[src/rtl/v4_peak_detector.sv]
// v4_peak_detector: threshold-triggered pulse detector on the shaped stream.
// Reports peak amplitude, peak timestamp and width per pulse via valid/ready.
// Ports: clk, reset (sync, active-high), in_data/in_valid (signed samples),
//   threshold (signed), peak_valid/peak_ready (record handshake),
//   peak_amp, peak_time, peak_width, peak_sat, drop_count.
// Optional: define V4_PEAK_DROP_CNT_EN to implement drop_count (else tied 0).
module v4_peak_detector #(
  parameter int SIZE_FILTER_DATA = 16,
  parameter int TS_W             = 32,
  parameter int MAX_WIN          = 64,
  parameter int HOLDOFF          = 16
) (
  input  logic                               clk,
  input  logic                               reset,
  input  logic signed [SIZE_FILTER_DATA-1:0] in_data,
  input  logic                               in_valid,
  input  logic signed [SIZE_FILTER_DATA-1:0] threshold,
  output logic                               peak_valid,
  input  logic                               peak_ready,
  output logic signed [SIZE_FILTER_DATA-1:0] peak_amp,
  output logic [TS_W-1:0]                    peak_time,
  output logic [$clog2(MAX_WIN+1)-1:0]       peak_width,
  output logic                               peak_sat,
  output logic [7:0]                         drop_count
);

  localparam int WW = $clog2(MAX_WIN+1);
  localparam int HW = (HOLDOFF > 0) ? $clog2(HOLDOFF+1) : 1;
  localparam logic [WW-1:0] WMAX = WW'(MAX_WIN);
  localparam logic [HW-1:0] HLOAD = HW'(HOLDOFF);

  localparam logic [1:0] S_IDLE  = 2'd0;
  localparam logic [1:0] S_PULSE = 2'd1;
  localparam logic [1:0] S_HOLD  = 2'd2;

  logic [1:0]                         state;
  logic                               armed;
  logic [TS_W-1:0]                    ts;
  logic [TS_W-1:0]                    max_ts;
  logic signed [SIZE_FILTER_DATA-1:0] thr_q;
  logic signed [SIZE_FILTER_DATA-1:0] max_v;
  logic [WW-1:0]                      width;
  logic [HW-1:0]                      hcnt;

  logic                               above_thr;
  logic                               above_q;
  logic                               above_max;
  logic [WW-1:0]                      width_inc;
  logic                               emit;
  logic                               load;
  logic signed [SIZE_FILTER_DATA-1:0] rec_amp;
  logic [TS_W-1:0]                    rec_ts;
  logic [WW-1:0]                      rec_width;

  assign above_thr = in_data > threshold;
  assign above_q   = in_data > thr_q;
  assign above_max = in_data > max_v;
  assign width_inc = width + WW'(1);

  // A pulse ends on the first sample at/below the latched level, or when
  // an above-level sample brings the width to MAX_WIN (sample included).
  assign emit = in_valid && (state == S_PULSE)
              && (!above_q || (width_inc == WMAX));

  // Strict compare keeps the earliest of equal maxima.
  assign rec_amp   = (above_q && above_max) ? in_data : max_v;
  assign rec_ts    = (above_q && above_max) ? ts : max_ts;
  assign rec_width = above_q ? width_inc : width;

  // The output register can take a record if empty or drained this cycle.
  assign load = emit && (!peak_valid || peak_ready);

  always_ff @(posedge clk) begin
    if (reset) begin
      state      <= S_IDLE;
      armed      <= 1'b0;
      ts         <= '0;
      max_ts     <= '0;
      thr_q      <= '0;
      max_v      <= '0;
      width      <= '0;
      hcnt       <= '0;
      peak_valid <= 1'b0;
      peak_amp   <= '0;
      peak_time  <= '0;
      peak_width <= '0;
      peak_sat   <= 1'b0;
    end else begin
      if (in_valid) begin
        ts <= ts + TS_W'(1);
        case (state)
          S_IDLE: begin
            if (!above_thr) begin
              armed <= 1'b1;
            end else if (armed) begin
              state  <= S_PULSE;
              thr_q  <= threshold;
              max_v  <= in_data;
              max_ts <= ts;
              width  <= WW'(1);
            end
          end
          S_PULSE: begin
            if (emit) begin
              armed <= 1'b0;
              hcnt  <= HLOAD;
              state <= (HOLDOFF == 0) ? S_IDLE : S_HOLD;
            end else begin
              width <= width_inc;
              if (above_max) begin
                max_v  <= in_data;
                max_ts <= ts;
              end
            end
          end
          S_HOLD: begin
            hcnt <= hcnt - HW'(1);
            if (hcnt == HW'(1)) state <= S_IDLE;
          end
          default: state <= S_IDLE;
        endcase
      end

      if (load) begin
        peak_valid <= 1'b1;
        peak_amp   <= rec_amp;
        peak_time  <= rec_ts;
        peak_width <= rec_width;
        peak_sat   <= above_q;
      end else if (peak_valid && peak_ready) begin
        peak_valid <= 1'b0;
      end
    end
  end

`ifdef V4_PEAK_DROP_CNT_EN
  logic [7:0] drop_q;

  always_ff @(posedge clk) begin
    if (reset) begin
      drop_q <= '0;
    end else if (emit && !load && (drop_q != 8'hFF)) begin
      drop_q <= drop_q + 8'd1;
    end
  end

  assign drop_count = drop_q;
`else
  assign drop_count = 8'd0;
`endif

endmodule

[config.mk]
export PLATFORM = sky130hd
export DESIGN_NAME = v4_peak_detector
export DESIGN_NICKNAME = d
export VERILOG_FILES = /design/src/rtl/v4_peak_detector.sv
export SDC_FILE = /design/constraint.sdc
export NUM_CORES = 1
export LEC_CHECK = 0
export CAP_MARGIN = 20
export CORE_MARGIN = 5
export CORE_UTILIZATION = 41
export DETAILED_ROUTE_END_ITERATION = 6
export SLEW_MARGIN = 20
export SYNTH_ARGS = -nofsm -noshare
export SYNTH_HDL_FRONTEND = slang
export SYNTH_SLANG_ARGS = --single-unit
[constraint.sdc]
create_clock -name clk -period 2.8 [get_ports clk]
set_input_delay 0.56 -clock clk [delete_from_list [all_inputs] [get_ports clk]]
set_output_delay 0.56 -clock clk [all_outputs]
set_load 0.05 [all_outputs]
==> summary.txt <==
Avg WL per Cell: 17.4 um
Number of synthesized flops with an enable pin: 0
Number of port buffers: 92
Post-synth cell types: 61
YS warnings: 0
Fraction of synthesized area in multiplexers: 6.19%
Final WL: 25800 um
Worst Path Arrival: 3.16 ns
Via-per-instance ratio: 5.38
Setup Viol. Count Final: 18
Largest net degree at the start of global routing: 67
Initial antenna violation count: 0
Mean post-synth cell area: 8.15 um2
Post-synthesis sequential area ratio: 39.7%
P per Cell Area: 499 mW/mm2
Core region area: 0.0203 mm2
Asr flop ratio synth: 0%
Met2 GRT Util: 33.1%
Dominant cell type by area after synthesis: dfxtp_1
Simple-gate share of the synthesized area: 15.7%
Sequential Area: 0.00337 mm2
Final critical-path share of the clock period: 102%
Footprint of the multi-input gates: 0.00523 mm2
Initial DRC count: 548
M1 GR Usage: 28.6%
Worst setup EP type: flip-flop
Critical path cell sequence: clkdlybuf4s15_2 -> ha_1 -> nand4_1 -> nor2_1 -> a221o_1 -> or4_4 -> buf_6 -> a21boi_4 -> buf_12 -> buf_4 -> xnor2_1 -> a21oi_1
DP Cell Count: 1433
Netlist Area Pre-Place: 0.00847 mm2
Antenna Nets Post-Route: 0
Max stage delay on crit path: 0.59 ns
Final WS setup: -0.0493 ns
Row count: 52
Clock-pin transition on the worst setup and hold timing paths: 0.06 ns
Most common cell after layout, fill and taps aside: dfxtp_1
Final Core Density: 58.8%
Busiest grt layer: met2
Max FO, Critical Path: 8
RSZ-0062 raised after global routing: yes
ANT cells: 0
P&R area growth vs syn: 40.9%
Root Buffer: clkbuf_16
# DRC: 0
Slew headroom: 48.8%
Dpl ws: -0.913 ns
Total GRT Usage: 20.7%
Initial Util: 41.7%
Top-area cell type share of the netlist area: 39.7%
Main combinational cell family by area after synthesis: compound AO/OA/AOI/OAI gates
Non-Filler Instances: 1486
Final Hold Viols: 0
Worst-Skew Late Latency: 0.43 ns
Seq cells post-synth: 168
I/O pins: 101
Startpoint type of the worst setup path: input pin
Layout cell share with drive strength beyond 1: 21.7%
Max cap viols: 0
GR Util met3: 3.60%
Die area: 0.0236 mm2
Xor and xnor area share after synthesis: 3.31%
Layout Nets: 1293
Most frequent cells in the layout: 163 x dfxtp_1, 158 x nand2_1, 89 x buf_4, 77 x a21oi_1, 64 x clkdlybuf4s50_1
DR pass1 iterations: 5
Synth Area in Compound Gates: 20.5%
Synth Instances: 1040
CP Class: in -> reg
Clock Path Buffers: 2
GP Congestion: 0.830
Gr ovfl total: 0
Max Clk Rate: 351 MHz
CTS tree: done
Chip Width: 154 um
Slew Limit Fails: 0
Worst min path class: in -> reg
Dominant synthesized flop cell: dfxtp_1
CTS H-Tree Depth: 4
Min cycle time layout: 2.85 ns
Failing checks: negative setup slack
Cell at the slowest stage of the critical path: or4_4
Synth Area in Adders: 7.68%
Leak Pwr: 0.00438 uW
Slew @ Worst Pin: 0.768 ns
CTS Hold Bufs: 0
CTS Buf Count: 17
Status: finished with violations
Clock Skew: 0.00884 ns
CP Data Required Time: 3.11 ns
Post-DP HPWL: 16300 um
DR vias: 7993
Die Y-Extent: 154 um
Setup TNS: -0.343 ns
Fill count: 1823
First-pass GRT wire length: 40100 um
Number of global-route vias before repair: 7642
Synth top area cells: dfxtp_1 40%, ha_1 7.7%, nand2_1 7.1%, a21oi_1 6.0%, mux2i_1 5.8%
CTS sink count: 168
Peak supply drop: 0.342 mV
## worst max-delay path, delay by kind of cell
kind,cells,cell delay [ns]
AND/OR/NAND/NOR,3,0.77
adder cells (fa/ha/maj),1,0.31
AO/OA/AOI/OAI,3,0.63
XOR/XNOR,1,0.16
buffers and inverters,4,0.71
## registers in the layout (all words and copies together) (netlist names)
signal      flops
width           7
state           2
ts             32
max_ts         32
max_v          16
peak_amp       16
hcnt            5
peak_width      7
thr_q          16
armed           1
peak_valid      1
peak_time      32
peak_sat        1
## what timing repair did
action	CTS	global route
resized for setup	96	78
gates cloned	3	7
setup buffers	16	2
setup endpoints to repair	136	114
pin swaps	24	41
hold endpoints to repair	0	0
## kinds of logic after synthesis
logic type      count (synthesis)
buf+inv                       136
mux                            51
flops                         168
compound gates                308
simple gates                  292
xor+xnor                       32
fa+ha+maj                      52
other cells                     1
## routing by layer
metal	vias to the layer above	routed length, um
met2	189	12000
met4	0	381
met5	-	0
met1	3812	12200
met3	26	1240
li1	3966	-
## synth_stat cells (2+ instances only)
cell and instances:
a211oi_1 3, a21o_1 2, a21oi_1 101, a221o_1 2, a311oi_1 5, a31oi_1 52, a41oi_1 2, and2_1 4
and3_1 5, and4_1 3, buf_1 2, buf_2 7, buf_4 8, buf_6 4, clkbuf_1 54, dfxtp_1 168
ha_1 52, inv_1 60, mux2i_1 49, nand2_1 160, nand2b_1 4, nand3_1 19, nand3b_1 2, nand4_1 17
nand4b_1 2, nor2_1 43, nor2b_1 5, nor3_1 9, nor4b_2 2, o211ai_1 6, o21a_1 2, o21ai_0 62
o21ai_1 57, o22ai_1 2, or2_1 2, or3_1 7, or4_1 2, xnor2_1 15, xor2_1 17
## area by class of cell
type / count / area share [%]
Tap cell: 270 / 2.83
Clock buffer: 22 / 3.97
Inverter: 61 / 1.94
Timing Repair Buffer: 214 / 18.4
Multi-Input combinational cell: 743 / 43.8
Sequential cell: 168 / 28.2
Clock inverter: 8 / 0.807
## stage by stage
step / hold WS (ns) / power [uW] / area [um2]
after floorplan: 0.427 / 3030 / 8630
after global placement: 0.436 / 3420 / 10400
after detailed placement: 0.447 / 3430 / 10400
after CTS: 0.457 / 5830 / 11300
after global routing: 0.401 / 6160 / 11900
final: 0.389 / 5950 / 11900
## worst paths after layout
check / startpoint / to / slack, ns / cells past startpoint
worst max register to register: thr_q[8]$_SDFFE_PP0P_ / peak_width[0]$_SDFFE_PP0P_ / -0.03 / 12
worst max-delay path: in_data[9] / peak_width[0]$_SDFFE_PP0P_ / -0.05 / 12
worst min-delay path: threshold[11] / thr_q[11]$_SDFFE_PP0P_ / 0.39 / 3
worst min register to register: thr_q[10]$_SDFFE_PP0P_ / thr_q[10]$_SDFFE_PP0P_ / 0.45 / 2
## power breakdown
group / leakage, uW / total (uW) / internal [uW] / switching, uW
registers: 0.00136 / 2460 / 2430 / 31.2
logic: 0.00274 / 1150 / 492 / 661
clock network: 0.000282 / 2340 / 1370 / 965
(Power assumes the default switching activity.)
